**src/rtl/n_bit_divider_pkg.sv**
```systemverilog
// Shared types and helpers for the restoring divider.
// Contents:
//   div_state_e : divider FSM states
//   cnt_width() : width of the step counter for a given operand width
package n_bit_divider_pkg;

    typedef enum logic [1:0] {
        IDLE,
        CALC,
        DONE
    } div_state_e;

    // Evaluates to $clog2(bit_num). The counter must hold values 0 .. bit_num-1.
    // The result is floored at 1 so the counter is never zero-width.
    function automatic int unsigned cnt_width(input int unsigned bit_num);
        return (bit_num < 2) ? 1 : $clog2(bit_num);
    endfunction

endpackage

```
**src/rtl/n_bit_ripple_carry_adder.sv**
```systemverilog
// Ripple-carry adder/subtractor.
// Ports:
//   op1_i   : first operand
//   op2_i   : second operand
//   sgn_op2 : 1 = subtract op2_i (two's complement: invert and carry in 1)
//   sum_o   : op1_i +/- op2_i, truncated to BIT_NUM bits
//   carry_o : carry out of the MSB; when subtracting, 1 means no borrow (op1 >= op2)
module n_bit_ripple_carry_adder #(
    parameter int unsigned BIT_NUM = 8
) (
    input  logic [BIT_NUM-1:0] op1_i,
    input  logic [BIT_NUM-1:0] op2_i,
    input  logic               sgn_op2,
    output logic [BIT_NUM-1:0] sum_o,
    output logic               carry_o
);

    logic [BIT_NUM-1:0] op2_eff;
    logic [BIT_NUM:0]   carry;

    assign op2_eff  = op2_i ^ {BIT_NUM{sgn_op2}};
    assign carry[0] = sgn_op2;

    for (genvar i = 0; i < BIT_NUM; i++) begin : g_fa
        assign sum_o[i]     = op1_i[i] ^ op2_eff[i] ^ carry[i];
        assign carry[i + 1] = (op1_i[i] & op2_eff[i]) | ((op1_i[i] ^ op2_eff[i]) & carry[i]);
    end

    assign carry_o = carry[BIT_NUM];

endmodule

```
**src/rtl/n_bit_restoring_divider.sv**
```systemverilog
// Multi-cycle unsigned restoring divider, one quotient bit per cycle.
// Ports:
//   clk_i, arst_ni            : clock, asynchronous active-low reset
//   dividend_i, divisor_i     : operands, sampled on in_valid_i && in_ready_o
//   in_valid_i / in_ready_o   : request handshake (ready only when idle)
//   quotient_o, remainder_o   : result; held stable while out_valid_o && !out_ready_i
//   div_by_zero_o             : result came from a zero divisor (q = all ones, r = dividend)
//   out_valid_o / out_ready_i : result handshake
module n_bit_restoring_divider
    import n_bit_divider_pkg::*;
#(
    parameter int unsigned BIT_NUM = 8
) (
    input  logic               clk_i,
    input  logic               arst_ni,
    input  logic [BIT_NUM-1:0] dividend_i,
    input  logic [BIT_NUM-1:0] divisor_i,
    input  logic               in_valid_i,
    output logic               in_ready_o,
    output logic [BIT_NUM-1:0] quotient_o,
    output logic [BIT_NUM-1:0] remainder_o,
    output logic               div_by_zero_o,
    output logic               out_valid_o,
    input  logic               out_ready_i
);

    localparam int unsigned CNT_W = cnt_width(BIT_NUM);

    div_state_e         state_q, state_d;
    logic [BIT_NUM-1:0] q_q, q_d;        // quotient shift register, dividend shifts out of MSB
    logic [BIT_NUM:0]   r_q, r_d;        // partial remainder
    logic [BIT_NUM-1:0] div_q, div_d;
    logic [CNT_W-1:0]   cnt_q, cnt_d;
    logic               dbz_q, dbz_d;

    logic [BIT_NUM:0]   shifted;         // S = {R, next dividend bit}
    logic [BIT_NUM:0]   diff;            // T = S - divisor
    logic               no_borrow;

    assign shifted = {r_q[BIT_NUM-1:0], q_q[BIT_NUM-1]};

    n_bit_ripple_carry_adder #(
        .BIT_NUM (BIT_NUM + 1)
    ) u_sub (
        .op1_i   (shifted),
        .op2_i   ({1'b0, div_q}),
        .sgn_op2 (1'b1),
        .sum_o   (diff),
        .carry_o (no_borrow)
    );

    always_comb begin
        state_d = state_q;
        q_d     = q_q;
        r_d     = r_q;
        div_d   = div_q;
        cnt_d   = cnt_q;
        dbz_d   = dbz_q;

        case (state_q)
            IDLE: begin
                if (in_valid_i) begin
                    div_d = divisor_i;
                    if (divisor_i == '0) begin
                        q_d     = '1;
                        r_d     = {1'b0, dividend_i};
                        dbz_d   = 1'b1;
                        cnt_d   = '0;
                        state_d = DONE;
                    end else begin
                        q_d     = dividend_i;
                        r_d     = '0;
                        dbz_d   = 1'b0;
                        cnt_d   = CNT_W'(BIT_NUM - 1);
                        state_d = CALC;
                    end
                end
            end
            CALC: begin
                r_d = no_borrow ? diff : shifted;
                q_d = {q_q[BIT_NUM-2:0], no_borrow};
                if (cnt_q == '0) begin
                    state_d = DONE;
                end else begin
                    cnt_d = cnt_q - CNT_W'(1);
                end
            end
            DONE: begin
                if (out_ready_i) begin
                    state_d = IDLE;
                end
            end
            default: state_d = IDLE;
        endcase
    end

    always_ff @(posedge clk_i or negedge arst_ni) begin
        if (!arst_ni) begin
            state_q <= IDLE;
        end else begin
            state_q <= state_d;
        end
    end

    always_ff @(posedge clk_i or negedge arst_ni) begin
        if (!arst_ni) begin
            q_q   <= '0;
            r_q   <= '0;
            div_q <= '0;
            cnt_q <= '0;
            dbz_q <= 1'b0;
        end else begin
            q_q   <= q_d;
            r_q   <= r_d;
            div_q <= div_d;
            cnt_q <= cnt_d;
            dbz_q <= dbz_d;
        end
    end

    assign in_ready_o    = (state_q == IDLE);
    assign out_valid_o   = (state_q == DONE);
    assign quotient_o    = q_q;
    assign remainder_o   = r_q[BIT_NUM-1:0];
    assign div_by_zero_o = dbz_q;

    // A finished remainder is always below the divisor, so the extra R bit must be clear.
    r_msb_clear_in_done : assert property (
        @(posedge clk_i) disable iff (!arst_ni) (state_q == DONE) |-> !r_q[BIT_NUM]
    );

endmodule
```
**config.mk**
```make
export PLATFORM = sky130hd
export DESIGN_NAME = n_bit_restoring_divider
export DESIGN_NICKNAME = d
export VERILOG_FILES = /design/src/rtl/n_bit_divider_pkg.sv /design/src/rtl/n_bit_ripple_carry_adder.sv /design/src/rtl/n_bit_restoring_divider.sv
export SDC_FILE = /design/constraint.sdc
export NUM_CORES = 1
export LEC_CHECK = 0
export CAP_MARGIN = 20
export CORE_ASPECT_RATIO = 1.75
export CORE_MARGIN = 3
export CORE_UTILIZATION = 50
export DETAILED_ROUTE_END_ITERATION = 8
export HOLD_SLACK_MARGIN = 0.05
export PLACE_DENSITY = 0.75
export SYNTH_ARGS = -nofsm -noshare
export SYNTH_HDL_FRONTEND = slang
export SYNTH_HIERARCHICAL = 1
export SYNTH_SLANG_ARGS = --single-unit
```
**constraint.sdc**
```tcl
create_clock -name clk_i -period 4.8 [get_ports clk_i]
set_clock_uncertainty 0.1 [all_clocks]
set_input_delay 0.96 -clock clk_i [delete_from_list [all_inputs] [get_ports clk_i]]
set_output_delay 0.96 -clock clk_i [all_outputs]
set_load 0.01 [all_outputs]
```
==> reports/qor.csv, run 1 <==
stage;metric;value;unit
status;outcome;completed;
layout;most common cell after layout, fill and taps aside;clkdlybuf4s50_1;
clock_tree;worst-case clock buffer depth;2;
power;Tot Pwr;1870;µW
yosys;Seq cells post-synth;30;
setup_path;Crit Path Category;register to register;
clock_tree;post-cts resize count;0;
die;height of the die;88.9;µm
layout;Multi-input gate area;1040;µm²
setup_path;Critical Path AT;4510;ps
timing;post-route setup TNS;0;ps
setup_path;Setup crit start kind;register;
timing;period utilisation layout;92.7;%
setup_path;r2r endpoint;r_q[5]$_DFFE_PN0P_;
run;max-cap violations;0;
setup_path;R2R depth;14;
setup_path;Max FO, Critical Path;10;
yosys;synthesized area per cell;10.2;µm²
yosys;Post-Syn Nets;222;
detailed_routing;initial DRC count;62;
detailed_routing;final wirelength;4.71;mm
timing;Hold Slack;411;ps
worst_hold_path;Worst Min Path Start;cnt_q[1]$_DFFE_PN0P_;
timing;# setup viols final;0;
placed_design;dpl ws;390;ps
timing;Final Critical Period;4450;ps
placed_design;Port Buffers;38;
yosys;Syn Std Cell Area;1970;µm²
yosys;count of different cell masters after synthesis;35;
timing;Slew HR;34.5;%
layout;nets;257;
power;Pwr Density;763;nW/µm²
die;Starting Density;53.1;%
placed_design;DP Wirelength;3.50;mm
global_routing;number of global-route vias before repair;1761;
worst_hold_path;hold path endpoint;cnt_q[1]$_DFFE_PN0P_;
clock_tree;CTS buffer count;5;
layout;Inserted Diodes;0;
timing;post-route worst setup slack;348;ps
global_routing;initial antenna violation count;0;
clock_tree;CTS tree;built;
global_routing;largest net degree at the start of global routing;31;
layout;fill count;327;
detailed_routing;DRC violations left;0;
yosys;Mapped Cells;192;
setup_path;Critical Path RT;4860;ps
power;Leak;0.00104;µW
placed_design;gpl congestion;0.813;
die;Ports;39;
detailed_routing;via count;1582;
die;cell row count;29;
timing;Slew Limit Fails;0;
clock_tree;Root Driver;clkbuf_8;
timing;Max Freq;225;MHz
detailed_routing;1st-pass router iterations;4;
yosys;sequential area share after synthesis;38.2;%
die;core box area;3700;µm²
clock_tree;CTS Hold Bufs;0;
setup_path;Reg2Reg Setup Slack;350;ps
detailed_routing;Via-to-Cell Ratio;5.77;
timing;RSZ-0062 raised after global routing;no;
layout;sequential cell area;751;µm²
clock_tree;H-tree levels;2;
clock_tree;Num Clock Sinks;30;
setup_path;worst r2r src;quotient_o[7]$_DFFE_PN0P_;
die;die footprint;4750;µm²
worst_hold_path;worst min path class;register to register;
power;Peak VDD IR;0.517;mV
layout;Synth-to-Final Area Change;24.8;%
setup_path;Critical Path End Type;register;
detailed_routing;ANT nets after route;0;
clock_tree;clock-pin slew on the worst setup and hold paths;70;ps
timing;Slew @ Worst Pin;975;ps
yosys;Yosys warnings;6;
die;Die X;53.4;µm
detailed_routing;Wirelength per Cell;17.2;µm
global_routing;Total GRT Usage;23.7;%
layout;most frequent cells in the layout;clkdlybuf4s50_1 (38), dfrtp_1 (30), inv_1 (20), a21oi_1 (11);
global_routing;first-pass GRT wire length;8.16;mm
layout;share of post-route cells with drive strength above 1;14.9;%
global_routing;grt total ovfl;0;
clock_tree;clk_lat worst skew;290;ps
timing;final hold vios;0;
clock_tree;postcts setup bufs;0;
worst_hold_path;cell count of the worst hold path;1;
Yosys cell counts (all sizes together):
master   n  share of area, %
o21ai    1              0.25
nand2    8               1.5
o221a    1              0.57
o21ba    1              0.51
nor3b    2              0.76
ha       2               1.3
xor2     2               1.3
a21oi   11               2.8
clkbuf   4              0.76
nor2b    2              0.64
xnor2    7               3.1
conb     2              0.38
a21o     1              0.38
a22o    10               4.5
inv     20               3.8
o21bai   1              0.38
nand4    9               2.9
a31oi    8               2.5
nand2b  10               3.2
a211o    8               4.1
dfrtp   30                38
o21a     1              0.38
o211ai   9               3.4
a221oi   2              0.89
nand3    1              0.25
mux2i    1              0.51
buf     11               4.1
nor2     9               1.7
fa       8               8.1
nor4     2               2.2
mux2     8               4.6
critical path, cell delays in order, from the launching register on:
cell	delay, ps
dfrtp_1	450
mux2i_1	140
fa_1	450
fa_1	450
fa_1	430
fa_1	410
fa_1	400
fa_1	400
fa_1	370
inv_1	80
fa_1	190
buf_4	170
nand2b_1	70
o211ai_1	100
a31oi_1	120
how the worst max path moves through the flow:
stage | startpoint | to | slack (ps) | cells after the start
after floorplan | quotient_o[7]$_DFFE_PN0P_ | quotient_o[0]$_DFFE_PN0P_ | 370 | 14
after global placement | quotient_o[7]$_DFFE_PN0P_ | quotient_o[0]$_DFFE_PN0P_ | 530 | 14
after detailed placement | quotient_o[7]$_DFFE_PN0P_ | r_q[5]$_DFFE_PN0P_ | 390 | 14
after CTS | quotient_o[7]$_DFFE_PN0P_ | r_q[5]$_DFFE_PN0P_ | 380 | 14
after global routing | quotient_o[7]$_DFFE_PN0P_ | r_q[7]$_DFFE_PN0P_ | 160 | 14
final | quotient_o[7]$_DFFE_PN0P_ | r_q[5]$_DFFE_PN0P_ | 350 | 14
routing by layer:
metal | vias up | wire, µm | global-route usage, %
met5 | - | 0 | 0
met4 | 0 | 90 | 10.2
met3 | 8 | 183 | 3.84
met2 | 43 | 2670 | 42.2
met1 | 789 | 1760 | 27.2
li1 | 742 | - | -
per-stage QoR:
stage	utilization [%]	instance area (µm²)	std cells
final	66.3	2450	274
after global routing	66.3	2450	274
after CTS	66.3	2450	274
after detailed placement	63.4	2340	266
after global placement	63.4	2340	266
after floorplan	-	1970	192
cells by family after synthesis:
kind of cell / Yosys count / share of synthesized area, %
XOR/XNOR: 9 / 4.39
AO/OA/AOI/OAI: 54 / 20.7
AND/OR/NAND/NOR: 43 / 13.1
other: 2 / 0.382
buffers and inverters: 35 / 8.72
multiplexers: 9 / 5.09
adder cells (fa/ha/maj): 10 / 9.42
flip-flops: 30 / 38.2
flip-flops by register name, summed over array words and instances (netlist names):
register and flops:
quotient_o 8, div_q 8, div_by_zero_o 1, state_q 2
cnt_q 3, r_q 8
final cells by class:
class                      instances  share of cell area [%]
clock inverter                     3                    1.63
timing repair buffer              43                    17.0
sequential                        30                    30.6
clock buffer                       5                    2.80
multi-input combinational        127                    42.5
inverter                          20                    3.06
tap                               46                    2.35
power breakdown:
part           internal (µW)  switching [µW]  leakage [µW]
clock                    153             108     0.0000579
sequential               381             122      0.000358
combinational            576             532      0.000621
total                   1110             761       0.00104
Power figures use the tool's default switching activity.
==> inputs of run 2 (changes only) <==
- CORE_UTILIZATION: 50 -> 52
- PLACE_DENSITY: 0.75 -> 0.77
==> reports/qor.csv, run 2 (synthesis gave the netlist of run 1 again) <==
stage;metric;value;unit
status;outcome;completed;
global_routing;grt total ovfl;0;
setup_path;Reg2Reg Setup Slack;260;ps
clock_tree;worst-case clock buffer depth;2;
layout;share of post-route cells with drive strength above 1;13.7;%
placed_design;dpl ws;295;ps
detailed_routing;DRC violations left;0;
clock_tree;CTS Hold Bufs;0;
clock_tree;CTS tree;built;
die;height of the die;87.3;µm
setup_path;Crit Path Category;register to register;
timing;post-route worst setup slack;258;ps
setup_path;r2r endpoint;quotient_o[0]$_DFFE_PN0P_;
setup_path;R2R depth;14;
clock_tree;post-cts resize count;0;
clock_tree;clock-pin slew on the worst setup and hold paths;60;ps
timing;final hold vios;0;
timing;RSZ-0062 raised after global routing;no;
detailed_routing;ANT nets after route;0;
placed_design;Port Buffers;38;
setup_path;Critical Path AT;4650;ps
timing;period utilisation layout;94.6;%
timing;Slew HR;35.6;%
timing;# setup viols final;0;
global_routing;number of global-route vias before repair;1619;
setup_path;largest stage delay on the critical path;450;ps
global_routing;largest net degree at the start of global routing;31;
detailed_routing;initial DRC count;44;
timing;Max Freq;220;MHz
die;Ports;39;
power;Pwr Density;736;nW/µm²
die;Die X;52.5;µm
timing;Slew @ Worst Pin;958;ps
setup_path;worst r2r src;quotient_o[7]$_DFFE_PN0P_;
die;cell row count;29;
detailed_routing;Wirelength per Cell;16.2;µm
worst_hold_path;Worst Min Path Start;cnt_q[1]$_DFFE_PN0P_;
layout;final std cells w/o fill;273;
setup_path;Setup crit start kind;register;
layout;nets;257;
setup_path;Max FO, Critical Path;7;
setup_path;critical-path cell list;mux2i_1 -> fa_1 -> fa_1 -> fa_1 -> fa_1 -> fa_1 -> fa_1 -> fa_1 -> inv_1 -> fa_1 -> buf_4 -> nand2_1 -> a21oi_1 -> a22o_1;
setup_path;Critical Path RT;4910;ps
timing;Slew Limit Fails;0;
layout;Inserted Diodes;0;
power;Peak VDD IR;0.404;mV
setup_path;CP max stage cell;dfrtp_1;
clock_tree;Root Driver;clkbuf_8;
setup_path;Critical Path End Type;register;
worst_hold_path;cell count of the worst hold path;1;
clock_tree;H-tree levels;2;
clock_tree;Num Clock Sinks;30;
layout;Synth-to-Final Area Change;23.2;%
placed_design;gpl congestion;0.793;
detailed_routing;Via-to-Cell Ratio;5.65;
detailed_routing;via count;1543;
worst_hold_path;worst min path class;register to register;
layout;most common cell after layout, fill and taps aside;clkdlybuf4s50_1;
layout;most frequent cells in the layout;clkdlybuf4s50_1 (38), dfrtp_1 (30), inv_1 (20), a21oi_1 (11);
clock_tree;postcts setup bufs;0;
setup_path;cell repeated most along the worst path;fa_1;
power;Leak;0.00102;µW
timing;post-route setup TNS;0;ps
die;Starting Density;54.2;%
clock_tree;CTS buffer count;5;
global_routing;first-pass GRT wire length;7.66;mm
detailed_routing;1st-pass router iterations;4;
die;core box area;3630;µm²
detailed_routing;final wirelength;4.43;mm
timing;Final Critical Period;4540;ps
clock_tree;clk_lat worst skew;270;ps
worst_hold_path;hold path endpoint;cnt_q[1]$_DFFE_PN0P_;
placed_design;DP Area;2340;µm²
run;max-cap violations;0;
timing;Hold Slack;412;ps
global_routing;Total GRT Usage;22.3;%
die;die footprint;4580;µm²
placed_design;placed cell count;266;
layout;cell area after layout;2420;µm²
placed_design;DP Wirelength;3.37;mm
global_routing;initial antenna violation count;0;
[run 2: cell types whose count changed in the layout (fill, tap and decap cells not counted)]
cell	previous run	this run
clkbuf_1	0	2
clkinv_2	2	0
bufinv_16	1	0
[run 2: per-layer routing]
metal / vias up / global-route usage, % / share of wire [%]
met3: 11 / 3.77 / 2.4
met2: 27 / 38.3 / 54
li1: 744 / - / -
met5: - / 0 / 0
met1: 761 / 27.3 / 41
met4: 0 / 8.14 / 2.2
[run 2: worst max-delay path, delay by kind of cell, from the launching register on]
kind / cells / cell delay, ps
and+or+nand+nor: 1 / 50
adders and majority gates: 8 / 3170
DFF: 1 / 450
muxes: 1 / 140
buffers and inverters: 2 / 270
AOI/OAI and AO/OA: 2 / 290
[run 2: final cells by class]
cell class | instances | area, µm²
sequential | 30 | 751
clock buffer | 7 | 76.3
multi-input combinational | 127 | 1040
inverter | 20 | 75.1
fill | 296 | 1210
tap | 46 | 57.6
timing repair buffer | 43 | 418
[run 2: how the worst max path moves through the flow]
| stage | start | cells after the start | to |
|---|---|---|---|
| after floorplan | quotient_o[7]$_DFFE_PN0P_ | 14 | quotient_o[0]$_DFFE_PN0P_ |
| after global placement | quotient_o[7]$_DFFE_PN0P_ | 14 | quotient_o[0]$_DFFE_PN0P_ |
| after detailed placement | quotient_o[7]$_DFFE_PN0P_ | 14 | quotient_o[0]$_DFFE_PN0P_ |
| after CTS | quotient_o[7]$_DFFE_PN0P_ | 13 | r_q[5]$_DFFE_PN0P_ |
| after global routing | quotient_o[7]$_DFFE_PN0P_ | 13 | r_q[3]$_DFFE_PN0P_ |
| final | quotient_o[7]$_DFFE_PN0P_ | 14 | quotient_o[0]$_DFFE_PN0P_ |
[run 2: report_power, final]
part           internal [µW]  total (µW)  leakage (µW)  switching (µW)
clock network           99.6         186     0.0000383            86.2
logic                    571        1090      0.000621             523
registers                382         501      0.000358             119
[run 2: metrics by stage]
step                total power (µW)  util [%]
floorplan                       1240         -
global placement                1550      64.6
detailed placement              1600      64.6
CTS                             1790      66.7
global route                    1940      66.7
finish                          1780      66.7
==> inputs of run 3 (changes only) <==
- CORE_MARGIN: 3 -> 2
- REMOVE_ABC_BUFFERS: not set -> 1
==> reports/qor.csv, run 3 (synthesis gave the netlist of run 1 again) <==
stage;metric;value;unit
timing;RSZ-0062 raised after global routing;no;
clock_tree;post-cts resize count;0;
layout;Inserted Diodes;0;
global_routing;grt total ovfl;0;
timing;Slew @ Worst Pin;936;ps
detailed_routing;DRC violations left;0;
global_routing;number of global-route vias before repair;1643;
clock_tree;CTS Hold Bufs;0;
detailed_routing;1st-pass router iterations;4;
power;Comb power frac;58.4;%
detailed_routing;final wirelength;4.34;mm
timing;post-route setup TNS;0;ps
placed_design;Port Buffers;38;
setup_path;worst path bufs/invs;2;
placed_design;DP Wirelength;3.23;mm
layout;Synth-to-Final Area Change;23.6;%
setup_path;crit-path leading delay family;adder cells;
clock_tree;CTS buffer count;5;
clock_tree;H-tree levels;2;
setup_path;r2r endpoint;quotient_o[0]$_DFFE_PN0P_;
clock_tree;postcts setup bufs;0;
timing;Max Freq;225;MHz
layout;most frequent cells in the layout;clkdlybuf4s50_1 (38), dfrtp_1 (30), inv_1 (20), a21oi_1 (11);
timing;# setup viols final;0;
power;P_int;1060;µW
status;outcome;completed;
placed_design;placed cell count;265;
setup_path;R2R depth;14;
detailed_routing;via count;1553;
setup_path;critical-path cell list;mux2i_1 -> fa_1 -> fa_1 -> fa_1 -> fa_1 -> fa_1 -> fa_1 -> fa_1 -> inv_1 -> fa_1 -> buf_4 -> nand2_1 -> a21oi_1 -> a22o_1;
power;Peak VDD IR;0.420;mV
die;height of the die;85.3;µm
layout;most common cell after layout, fill and taps aside;clkdlybuf4s50_1;
timing;Hold Slack;413;ps
die;Die X;50.5;µm
setup_path;cell repeated most along the worst path;fa_1;
clock_tree;Root Driver;clkbuf_8;
setup_path;Max FO, Critical Path;8;
setup_path;worst r2r src;quotient_o[7]$_DFFE_PN0P_;
global_routing;first-pass GRT wire length;7.59;mm
setup_path;Critical Path AT;4560;ps
setup_path;WP depth;14;
layout;cell area after layout;2430;µm²
timing;Slew HR;37.1;%
global_routing;initial antenna violation count;0;
power;Pwr Density;735;nW/µm²
clock_tree;worst-case clock buffer depth;2;
timing;Final Critical Period;4450;ps
detailed_routing;Wirelength per Cell;15.9;µm
timing;period utilisation layout;92.6;%
worst_hold_path;worst min path class;register to register;
detailed_routing;Via-to-Cell Ratio;5.69;
die;die footprint;4310;µm²
run;max-cap violations;0;
clock_tree;clock-pin slew on the worst setup and hold paths;60;ps
detailed_routing;initial DRC count;32;
clock_tree;CTS tree;built;
power;Leak;0.00102;µW
global_routing;Total GRT Usage;23.1;%
setup_path;Setup crit start kind;register;
global_routing;largest net degree at the start of global routing;31;
setup_path;Crit Path Category;register to register;
die;Ports;39;
setup_path;CP Capture Point;quotient_o[0]$_DFFE_PN0P_;
layout;final std cells w/o fill;273;
setup_path;largest stage delay on the critical path;460;ps
detailed_routing;ANT nets after route;0;
placed_design;DP Area;2340;µm²
layout;nets;256;
power;Clk pwr share;11.7;%
setup_path;Worst setup startpoint;quotient_o[7]$_DFFE_PN0P_;
power;fraction of power spent switching nets;40.7;%
clock_tree;clk_lat worst skew;280;ps
die;Starting Density;54.2;%
setup_path;Critical Path RT;4910;ps
timing;Slew Limit Fails;0;
power;Sw Pwr;727;µW
timing;final hold vios;0;
setup_path;Reg2Reg Setup Slack;350;ps
die;core box area;3630;µm²
die;cell row count;29;
setup_path;Critical Path End Type;register;
power;Seq pwr share;29.9;%
placed_design;gpl congestion;0.841;
clock_tree;Num Clock Sinks;30;
layout;share of post-route cells with drive strength above 1;14.1;%
setup_path;CP max stage cell;dfrtp_1;
==> run 3: power by group through the flow <==
stage               combinational [µW]  clock [µW]  sequential [µW]
floorplan                          669           0              528
global placement                  1010           0              526
detailed placement                1040           0              537
CTS                               1050         213              534
global route                      1170         226              556
finish                            1040         208              534
==> run 3: worst min path at each step <==
stage	startpoint	end	slack, ps	cells past startpoint
after floorplan	cnt_q[1]$_DFFE_PN0P_	cnt_q[1]$_DFFE_PN0P_	370	1
after global placement	cnt_q[2]$_DFFE_PN0P_	cnt_q[2]$_DFFE_PN0P_	390	1
after detailed placement	cnt_q[2]$_DFFE_PN0P_	cnt_q[2]$_DFFE_PN0P_	400	1
after CTS	cnt_q[1]$_DFFE_PN0P_	cnt_q[1]$_DFFE_PN0P_	420	1
after global routing	cnt_q[2]$_DFFE_PN0P_	cnt_q[2]$_DFFE_PN0P_	430	1
final	cnt_q[2]$_DFFE_PN0P_	cnt_q[2]$_DFFE_PN0P_	410	1
==> run 3: final cells by class <==
cell class / count / area, µm²
clock buffer: 7 / 86.3
clock inverter: 1 / 5.00
fill: 293 / 1200
inverter: 20 / 75.1
multi-input combinational: 127 / 1040
sequential: 30 / 751
tap: 46 / 57.6
timing repair buffer: 42 / 410
==> run 3: metrics by stage <==
stage               utilization, %  total power, µW  setup WS (ps)
detailed placement            64.4             1580            390
global route                  66.9             1960            190
CTS                           66.9             1800            380
finish                        66.9             1780            355
floorplan                        -             1200            478
global placement              64.4             1540            540
==> run 3: worst reg2reg max path, cell delays in order (launching register included) <==
cell and delay [ps]:
dfrtp_1 460, mux2i_1 150, fa_1 450, fa_1 440, fa_1 420, fa_1 390
fa_1 390, fa_1 390, fa_1 370, inv_1 80, fa_1 190, buf_4 160
nand2_1 60, a21oi_1 180, a22o_1 150
==> run 3: per-layer routing <==
layer / global-route usage (%) / wire length [µm] / vias up
met2: 38.3 / 2330 / 39
li1: - / - / 740
met4: 10.8 / 101 / 0
met5: 0 / 0 / -
met3: 3.87 / 133 / 12
met1: 28.9 / 1780 / 762
